==> config.mk <==
export PLATFORM = sky130hd
export DESIGN_NAME = mux3_rr_arbiter_flat
export DESIGN_NICKNAME = d
export VERILOG_FILES = /design/src/rtl/mux3_rr_arbiter_if.sv /design/src/rtl/mux3_rr_arbiter.sv /design/src/flat_wrapper.sv
export SDC_FILE = /design/constraint.sdc
export NUM_CORES = 1
export LEC_CHECK = 0
export CAP_MARGIN = 0
export CELL_PAD_IN_SITES_DETAIL_PLACEMENT = 0
export CELL_PAD_IN_SITES_GLOBAL_PLACEMENT = 1
export CORE_MARGIN = 1.5
export CORE_UTILIZATION = 36
export CTS_CLUSTER_SIZE = 30
export DETAILED_ROUTE_END_ITERATION = 12
export GPL_TIMING_DRIVEN = 0
export PLACE_DENSITY_LB_ADDON = 0.1
export SYNTH_ARGS = -nofsm -noshare
export SYNTH_HDL_FRONTEND = slang
export SYNTH_SLANG_ARGS = --single-unit
==> constraint.sdc <==
create_clock -name clk -period 2.01 [get_ports clk]
set_input_delay 0.603 -clock clk [delete_from_list [all_inputs] [get_ports clk]]
set_output_delay 0.603 -clock clk [all_outputs]
set_load 0.01 [all_outputs]
==> src/rtl/mux3_rr_arbiter_if.sv <==
// Requester/resource-side signal bundle for mux3_rr_arbiter.
// The master modport is the arbiter; slave is the requesters plus the shared resource.
interface mux3_rr_arbiter_if;
  logic [2:0] req;
  logic [1:0] sel;
  logic [2:0] grant;
  logic       bus_valid;
  logic       bus_ready;
  logic       bus_done;
  logic [2:0] ack;
  logic       err;
  logic       busy;

  modport master (
    input  req, bus_ready, bus_done,
    output sel, grant, bus_valid, ack, err, busy
  );

  modport slave (
    output req, bus_ready, bus_done,
    input  sel, grant, bus_valid, ack, err, busy
  );
endinterface

==> src/rtl/mux3_rr_arbiter.sv <==
// Round-robin arbiter/sequencer for a 3-input shared resource with valid/ready/done handshake.
// Optional abort timer enabled by defining ARB3_TIMEOUT_EN.
module mux3_rr_arbiter #(
  parameter int unsigned TIMEOUT_CYC = 16
) (
  input  logic                clk,
  input  logic                resetn,
  mux3_rr_arbiter_if.master   bus
);

  typedef enum logic [1:0] {
    S_IDLE,
    S_ISSUE,
    S_WAIT,
    S_ACK
  } state_t;

  localparam logic [7:0] LP_TMO_LAST = 8'(TIMEOUT_CYC - 1);

  state_t     r_state;
  logic [1:0] r_sel;
  logic [2:0] r_grant;
  logic       r_valid;
  logic [2:0] r_ack;
  logic       r_err;
  logic       r_busy;
  logic [1:0] r_last;

  logic       w_pick_vld;
  logic [1:0] w_pick_idx;
  logic       w_complete;
  logic       w_tmo;

  // Scan order starts one past the last winner, ending with the last winner itself.
  always_comb begin
    w_pick_vld = |bus.req;
    w_pick_idx = 2'd0;
    case (r_last)
      2'd0: begin
        if (bus.req[1])      w_pick_idx = 2'd1;
        else if (bus.req[2]) w_pick_idx = 2'd2;
        else                 w_pick_idx = 2'd0;
      end
      2'd1: begin
        if (bus.req[2])      w_pick_idx = 2'd2;
        else if (bus.req[0]) w_pick_idx = 2'd0;
        else                 w_pick_idx = 2'd1;
      end
      default: begin
        if (bus.req[0])      w_pick_idx = 2'd0;
        else if (bus.req[1]) w_pick_idx = 2'd1;
        else                 w_pick_idx = 2'd2;
      end
    endcase
  end

  always_comb begin
    w_complete = 1'b0;
    case (r_state)
      S_ISSUE: w_complete = bus.bus_ready && bus.bus_done;
      S_WAIT:  w_complete = bus.bus_done;
      default: w_complete = 1'b0;
    endcase
  end

`ifdef ARB3_TIMEOUT_EN
  logic [7:0] r_cnt;

  // Cleared in IDLE/ACK, so it is already zero on entry to ISSUE.
  always_ff @(posedge clk or negedge resetn) begin
    if (!resetn) begin
      r_cnt <= '0;
    end else if (r_state == S_ISSUE || r_state == S_WAIT) begin
      r_cnt <= r_cnt + 8'd1;
    end else begin
      r_cnt <= '0;
    end
  end

  assign w_tmo = (r_state == S_ISSUE || r_state == S_WAIT) && (r_cnt == LP_TMO_LAST);
`else
  logic w_unused_tmo;
  assign w_unused_tmo = ^LP_TMO_LAST;
  assign w_tmo        = 1'b0;
`endif

  always_ff @(posedge clk or negedge resetn) begin
    if (!resetn) begin
      r_state <= S_IDLE;
      r_sel   <= 2'b00;
      r_grant <= '0;
      r_valid <= 1'b0;
      r_ack   <= '0;
      r_err   <= 1'b0;
      r_busy  <= 1'b0;
      r_last  <= 2'd2;
    end else begin
      r_ack <= '0;
      r_err <= 1'b0;
      case (r_state)
        S_IDLE: begin
          if (w_pick_vld) begin
            r_sel   <= w_pick_idx;
            r_grant <= 3'(3'b001 << w_pick_idx);
            r_valid <= 1'b1;
            r_busy  <= 1'b1;
            r_state <= S_ISSUE;
          end
        end
        S_ISSUE: begin
          if (w_complete || w_tmo) begin
            r_valid <= 1'b0;
            r_ack   <= r_grant;
            r_err   <= w_tmo && !w_complete;
            r_state <= S_ACK;
          end else if (bus.bus_ready) begin
            r_valid <= 1'b0;
            r_state <= S_WAIT;
          end
        end
        S_WAIT: begin
          if (w_complete || w_tmo) begin
            r_ack   <= r_grant;
            r_err   <= w_tmo && !w_complete;
            r_state <= S_ACK;
          end
        end
        default: begin
          r_last  <= r_sel;
          r_grant <= '0;
          r_busy  <= 1'b0;
          r_state <= S_IDLE;
        end
      endcase
    end
  end

  assign bus.sel       = r_sel;
  assign bus.grant     = r_grant;
  assign bus.bus_valid = r_valid;
  assign bus.ack       = r_ack;
  assign bus.err       = r_err;
  assign bus.busy      = r_busy;

endmodule

==> src/flat_wrapper.sv <==
// flat-port wrapper written by rule: the top's interface ports become plain ports
module mux3_rr_arbiter_flat 
#(
  parameter int unsigned TIMEOUT_CYC = 16
)
  (clk, resetn, bus_req, bus_bus_ready, bus_bus_done, bus_sel, bus_grant, bus_bus_valid, bus_ack, bus_err, bus_busy);
  mux3_rr_arbiter_if bus_i ();
  input  logic clk;
  input  logic resetn;
  input wire logic [$bits(bus_i.req)-1:0] bus_req;
  input wire logic [$bits(bus_i.bus_ready)-1:0] bus_bus_ready;
  input wire logic [$bits(bus_i.bus_done)-1:0] bus_bus_done;
  output wire logic [$bits(bus_i.sel)-1:0] bus_sel;
  output wire logic [$bits(bus_i.grant)-1:0] bus_grant;
  output wire logic [$bits(bus_i.bus_valid)-1:0] bus_bus_valid;
  output wire logic [$bits(bus_i.ack)-1:0] bus_ack;
  output wire logic [$bits(bus_i.err)-1:0] bus_err;
  output wire logic [$bits(bus_i.busy)-1:0] bus_busy;
  assign bus_i.req = bus_req;
  assign bus_i.bus_ready = bus_bus_ready;
  assign bus_i.bus_done = bus_bus_done;
  assign bus_sel = bus_i.sel;
  assign bus_grant = bus_i.grant;
  assign bus_bus_valid = bus_i.bus_valid;
  assign bus_ack = bus_i.ack;
  assign bus_err = bus_i.err;
  assign bus_busy = bus_i.busy;
  mux3_rr_arbiter #(.TIMEOUT_CYC(TIMEOUT_CYC)) u_core (.clk(clk), .resetn(resetn), .bus(bus_i));
endmodule
==> results of run 1 <==
[worst register-to-register path: cells and delay by family, from the launching register on]
family | cells | cell delay (ns)
AOI/OAI and AO/OA | 2 | 0.44
DFF | 1 | 0.40
muxes | 1 | 0.31
adders and majority gates | 1 | 0.30
buffers and inverters | 2 | 0.22
[final cells by class]
| class | instances | area (um^2) | share of cell area, % |
|---|---|---|---|
| multi-input cells | 55 | 374 | 37.8 |
| well taps | 27 | 33.8 | 3.41 |
| plain buffers | 2 | 18.8 | 1.90 |
| inverters | 4 | 15.0 | 1.52 |
| flip-flops and latches | 14 | 352 | 35.5 |
| clock buffers | 4 | 36.3 | 3.67 |
| repair buffers | 16 | 160 | 16.2 |
[kinds of logic after synthesis]
group	count (synthesis)
fa+ha+maj	4
other cells	1
flops	14
buf+inv	6
mux	3
simple gates	26
compound gates	21
[routing by layer]
metal / vias to the layer above / GRT usage [%]
met3: 0 / 5.52
met1: 263 / 18.3
met5: - / 0
met4: 0 / 3.33
li1: 296 / -
met2: 14 / 20.3
[where the power goes]
part	total [mW]	internal [mW]	leakage, nW	switching, mW
sequential	0.471	0.391	0.179	0.0808
combinational	0.764	0.403	0.243	0.360
clock	0.194	0.110	0.0210	0.0841
total	1.43	0.904	0.442	0.525
[metrics by stage]
step | instance area (um^2) | utilization, %
after global placement | 953 | 48.1
after floorplan | 759 | -
after detailed placement | 953 | 48.1
after CTS | 990 | 49.9
final | 990 | 49.9
after global routing | 990 | 49.9
[sequential cells by signal (all words and copies together), names as in the netlist]
register	cells
u_core.bus.bus_valid	1
u_core.bus.busy	1
u_core.bus.ack	3
u_core.bus.sel	2
u_core.bus.grant	3
u_core.r_state	2
u_core.r_last	2
[worst min-delay path by stage]
stage                   startpoint           endpoint  slack [ns]  depth (start not counted)
2_1_floorplan               resetn  u_core.bus.ack[0]        0.31                          0
3_3_place_gp     u_core.bus.sel[0]  u_core.bus.sel[0]        0.49                          2
3_5_place_dp   u_core.bus.grant[1]  u_core.bus.ack[1]        0.49                          1
4_1_cts        u_core.bus.grant[1]  u_core.bus.ack[1]        0.51                          1
5_1_grt            u_core.bus.busy    u_core.bus.busy        0.53                          1
6_report       u_core.bus.grant[1]  u_core.bus.ack[1]        0.50                          1
[layout by cell type (no fill, tap or decap), drive strengths merged, types with 2 or more instances in the layout]
| cell | synthesis | routed |
|---|---|---|
| o21ai | 9 | 9 |
| dfrtp | 13 | 13 |
| mux2 | 3 | 3 |
| clkbuf | 0 | 4 |
| inv | 4 | 4 |
| and2 | 4 | 4 |
| nor2b | 3 | 3 |
| a21oi | 6 | 6 |
| ha | 4 | 4 |
| nand2 | 7 | 7 |
| buf | 2 | 2 |
| nor2 | 5 | 5 |
| nand2b | 2 | 2 |
| clkdlybuf4s50 | 0 | 16 |
==> results.py, run 1 <==
metrics = {
    "logic_synthesis": {
        "synth_edf_count": 0,
        "synth_cells": 75,
        "ys_async_sr_fraction_pct": 100,
        "yosysUniqueCellTypes": 29,
        "synth_fa_ha_area_share_pct": 6.59,
        "synth.area.top_cells": "dfrtp_1, ha_1, o21ai_0, a21oi_1, mux2_4",
        "synth.mux.area_fraction_pct": 5.44,
        "synth_top_family_by_area": "compound AO/OA/AOI/OAI gates",
        "synthFlopType": "dfrtp_1",
        "synth.net_count": 86,
        "ys_top_cells_by_count": "dfrtp_1, nand2_1, o21ai_0",
        "ys_seq_area_share_pct": 46.3,
        "synth_warnings": 0,
        "yosysTopAreaCellShare_pct": 42.8,
        "ys_ff_latch": 14,
        "avgSynthCellArea_um2": 10.1,
        "synth.largest_area_cell": "dfrtp_1",
        "synth_compound_area_share_pct": 18.5,
        "synth_xor_area_share_pct": 0,
        "synthSimpleGateAreaFrac_pct": 18.3,
        "synth.cell_area_um2": 759,
        "yosys.cell_count.top_type": "dfrtp_1",
    },
    "clock_network": {
        "clk-insertion-delay-late_ns": 0.27,
        "ctsResizeCount": 0,
        "cts_root_buf": "clkbuf_4",
        "clock_path_buffers": 2,
        "postCtsHoldBufs": 0,
        "htreeDepth": 1,
        "cts_tree": "built",
        "cts_setup_buffers": 0,
        "cts_buffers": 3,
        "cts_sinks": 14,
        "clk_pin_slew_ns": 0.08,
    },
    "cells_and_area": {
        "antenna_cells": 0,
        "fillers": 189,
        "final_nets": 107,
        "drive_above_1_share_pct": 14.7,
        "finalNonFillerCells": 122,
        "syn2layout_area_growth_pct": 30.3,
    },
    "worst_setup_path": {
        "start_kind": "input port",
        "r2r_end": "u_core.r_state[1]",
        "crit_cells": 5,
        "endpoint_kind": "flop",
        "slowest_stage": "clkdlybuf4s50_1",
        "reg2reg_slack_ns": 0.23,
        "critPathRequiredTime_ns": 2.17,
        "path_class": "input port to flop",
        "crit_arrival_ns": 2.06,
        "path_buf_inv": 1,
        "cp-startpoint": "bus_req[1]",
        "worst_r2r_path_depth": 6,
        "critPathMaxStageDelay_ns": 0.57,
        "crit_path_end": "u_core.r_state[1]",
        "worstPathCellList": "clkdlybuf4s50_1, nor3_2, and2_4, a211oi_4, mux2_4",
        "path_delay_family": "buffers and inverters",
        "reg2reg_from": "u_core.r_state[0]",
        "crit_fanout": 5,
    },
    "flow_run": {
        "drv_cap": 0,
    },
    "sta": {
        "post-route-period-util_pct": 94.3,
        "worst_slack_ns": 0.115,
        "skew_ns": 0.00200,
        "rsz0062_at_grt": "false",
        "setup_viol": 0,
        "drv_slew": 0,
        "hold_ws_ns": 0.500,
        "worst_pin_slew_ns": 0.620,
        "tns_ns": 0,
        "fmax_mhz": 528,
        "hold_violations": 0,
        "final.min_clock_period_ns": 1.90,
        "max_slew_margin_pct": 58.5,
    },
    "drt": {
        "vias": 573,
        "routed_wirelength_mm": 1.35,
        "dr.pass1.iters": 1,
        "wl_met3_um": 77,
        "wire_per_inst_um": 11.1,
        "top_layer": "met3",
        "wl_met1_um": 656,
        "viasPerCell": 4.70,
        "antenna_left": 0,
        "met2_length_um": 616,
        "drt-initial-drc-count": 0,
        "drc_errors": 0,
    },
    "placed_design": {
        "dp_hpwl_mm": 1.08,
        "dp_cells": 118,
        "port_buffers": 16,
        "dp_slack_ns": -0.168,
        "place.gp.congestion": 0.751,
    },
    "floorplan": {
        "die_y_um": 48.9,
        "die_area_mm2": 0.00239,
        "num_rows": 16,
        "start_util_pct": 38.3,
        "die_x_um": 48.9,
        "ioPinCount": 18,
        "core_area_mm2": 0.00198,
    },
    "status": {
        "outcome": "complete, no violations",
    },
    "power": {
        "power_density_mw_per_mm2": 1440,
        "leakage_nw": 0.442,
        "irDropWorstVdd_mv": 0.765,
        "power.total_mw": 1.43,
    },
    "global_route": {
        "overflow": 0,
        "grt.total_usage_pct": 13.6,
        "grt_max_degree": 15,
        "antenna_found_initial": 0,
        "grt_pass1_wl_mm": 2.50,
        "grt_pass1_vias": 562,
    },
    "min_path": {
        "min_path_type": "flop to flop",
    },
}
Note: power is estimated with default switching activity, not from simulation.
==> inputs of run 2 (changes only) <==
--- a/config.mk
+++ b/config.mk
@@ -5,11 +5,12 @@
 export SDC_FILE = /design/constraint.sdc
 export NUM_CORES = 1
 export LEC_CHECK = 0
+export ABC_AREA = 1
 export CAP_MARGIN = 0
 export CELL_PAD_IN_SITES_DETAIL_PLACEMENT = 0
 export CELL_PAD_IN_SITES_GLOBAL_PLACEMENT = 1
 export CORE_MARGIN = 1.5
-export CORE_UTILIZATION = 36
+export CORE_UTILIZATION = 34
 export CTS_CLUSTER_SIZE = 30
 export DETAILED_ROUTE_END_ITERATION = 12
 export GPL_TIMING_DRIVEN = 0
==> run 2 against run 1 <==
Compared with the run above: combinational power is 6.5% lower; sequential share of layout area up 0.090 points; sequential cell count stayed put; sequential power is 2% lower; critical path depth down 4; via count grew 13%; clock power rose by 3%; largest power group unchanged.
==> results.py, run 2 <==
metrics = {
    "sta": {
        "hold_violations": 0,
        "tns_ns": 0,
        "final.min_clock_period_ns": 1.80,
        "setup_viol": 0,
        "worst_pin_slew_ns": 0.641,
        "max_slew_margin_pct": 57.1,
        "skew_ns": 0.00674,
        "post-route-period-util_pct": 89.7,
        "drv_slew": 0,
        "fmax_mhz": 554,
        "rsz0062_at_grt": "false",
    },
    "worst_setup_path": {
        "reg2reg_from": "u_core.r_state[0]",
        "crit_path_end": "bus_bus_valid",
        "worstPathCellList": "clkdlybuf4s50_1",
        "path_class": "flop to primary output",
        "start_kind": "flop",
        "path_buf_inv": 1,
        "slowest_stage": "clkdlybuf4s50_1",
        "cp-startpoint": "u_core.bus.bus_valid",
        "endpoint_kind": "primary output",
        "crit_fanout": 3,
        "r2r_end": "u_core.r_state[0]",
        "path_delay_family": "buffers and inverters",
        "crit_arrival_ns": 1.20,
        "crit_cells": 1,
        "critPathRequiredTime_ns": 1.41,
        "reg2reg_slack_ns": 0.56,
        "worst_r2r_path_depth": 9,
        "critPathMaxStageDelay_ns": 0.54,
    },
    "drt": {
        "routed_wirelength_mm": 1.47,
        "vias": 648,
        "drc_errors": 0,
        "viasPerCell": 4.38,
        "dr.pass1.iters": 4,
        "antenna_left": 0,
        "drt-initial-drc-count": 9,
        "wire_per_inst_um": 9.91,
    },
    "global_route": {
        "grt_max_degree": 15,
        "antenna_found_initial": 0,
        "grt_pass1_vias": 606,
        "grt.total_usage_pct": 13.7,
        "overflow": 0,
        "grt_pass1_wl_mm": 2.55,
    },
    "cells_and_area": {
        "mostFrequentLayoutCells": "nand2_1, clkdlybuf4s50_1, inv_1, dfrtp_1, nor2_1",
        "syn2layout_area_growth_pct": 30.4,
        "antenna_cells": 0,
        "final_nets": 133,
        "drive_above_1_share_pct": 12.4,
        "mostFrequentLayoutCell": "nand2_1",
    },
    "status": {
        "outcome": "complete, no violations",
    },
    "logic_synthesis": {
        "synth.area.top_cells": "dfrtp_1, nand2_1, ha_1, inv_1, nor2_1",
        "ys_seq_area_share_pct": 46.4,
        "yosysTopAreaCellShare_pct": 43.0,
        "synth.cell_area_um2": 757,
        "synth.net_count": 112,
        "synth_warnings": 0,
        "synthFlopType": "dfrtp_1",
        "ys_ff_latch": 14,
        "synth_cells": 101,
        "synth_edf_count": 0,
        "yosysUniqueCellTypes": 15,
        "ys_async_sr_fraction_pct": 100,
        "ys_top_cells_by_count": "nand2_1, dfrtp_1, inv_1",
        "yosys.cell_count.top_type": "nand2_1",
        "avgSynthCellArea_um2": 7.49,
        "synth.largest_area_cell": "dfrtp_1",
    },
    "floorplan": {
        "die_y_um": 50.2,
        "ioPinCount": 18,
        "die_area_mm2": 0.00252,
        "core_area_mm2": 0.00202,
        "die_x_um": 50.2,
        "num_rows": 16,
        "start_util_pct": 37.4,
    },
    "clock_network": {
        "clock_path_buffers": 2,
        "cts_buffers": 3,
        "htreeDepth": 1,
        "cts_setup_buffers": 0,
        "clk_pin_slew_ns": 0.09,
        "postCtsHoldBufs": 0,
        "cts_root_buf": "clkbuf_4",
        "cts_tree": "built",
        "ctsResizeCount": 0,
        "cts_sinks": 14,
        "clk-insertion-delay-late_ns": 0.28,
    },
    "placed_design": {
        "place.gp.congestion": 0.783,
        "dp_hpwl_mm": 1.16,
        "port_buffers": 16,
    },
    "power": {
        "leakage_nw": 0.512,
        "power.total_mw": 1.37,
        "irDropWorstVdd_mv": 0.738,
        "power_density_mw_per_mm2": 1390,
    },
    "min_path": {
        "min_path_type": "flop to flop",
    },
    "flow_run": {
        "drv_cap": 0,
    },
}
[run 2: cell types whose count changed after synthesis, sizes merged, moves of 3 or more]
cell	delta
nand2	+34
inv	+11
nand3	+8
nor2	+6
o21ai	-6
a21oi	-4
and2	-4
mux2	-3
nor2b	-3
[run 2: how the worst min path moves through the flow]
stage	start	endpoint	slack (ns)	cells past startpoint
after CTS	u_core.bus.busy	u_core.bus.busy	0.51	2
after global placement	u_core.bus.busy	u_core.bus.busy	0.46	2
after global routing	u_core.bus.busy	u_core.bus.busy	0.53	2
after floorplan	resetn	u_core.bus.ack[0]	0.31	0
final	u_core.bus.busy	u_core.bus.busy	0.51	2
after detailed placement	u_core.bus.busy	u_core.bus.busy	0.49	2
[run 2: where the power goes]
part	switching [mW]	internal, mW	leakage (nW)
sequential	0.0721	0.389	0.180
clock	0.0902	0.110	0.0210
combinational	0.416	0.297	0.311
total	0.579	0.796	0.512
[run 2: metal layers]
metal	global-route usage [%]	share of wire (%)
met5	0	0
met4	4.17	1.0
met3	5.65	7.2
met2	23.0	44
met1	15.8	48
[run 2: logic make-up after synthesis]
group	share of synthesized area, %
compound gates	3.31
fa+ha+maj	6.61
buf+inv	8.43
flops	46.4
other cells	0.495
simple gates	34.7
[run 2: area by class of cell]
| cell class | count | area (um^2) |
|---|---|---|
| fillers | 207 | 1030 |
| well taps | 27 | 33.8 |
| plain buffers | 1 | 7.51 |
| multi-input cells | 71 | 342 |
| clock buffers | 4 | 36.3 |
| inverters | 15 | 56.3 |
| flip-flops and latches | 14 | 352 |
| repair buffers | 16 | 160 |
[run 2: per-stage QoR]
step	cell area, um^2	hold WS (ns)	setup slack, ns	instances	utilization [%]
after global placement	951	0.458	0.214	144	47.0
after floorplan	757	0.307	0.734	101	-
after detailed placement	951	0.487	0.203	144	47.0
after CTS	987	0.512	0.183	148	48.8
after global routing	987	0.530	0.151	148	48.8
final	987	0.506	0.206	148	48.8
==> inputs of run 3 (changes only) <==
--- a/config.mk
+++ b/config.mk
@@ -13,6 +13,7 @@
 export CORE_UTILIZATION = 34
 export CTS_CLUSTER_SIZE = 30
 export DETAILED_ROUTE_END_ITERATION = 12
+export GPL_ROUTABILITY_DRIVEN = 0
 export GPL_TIMING_DRIVEN = 0
 export PLACE_DENSITY_LB_ADDON = 0.1
 export SYNTH_ARGS = -nofsm -noshare
==> results of run 3 <==
No change in the layout: final DEF, timing and power equal those of run 2.
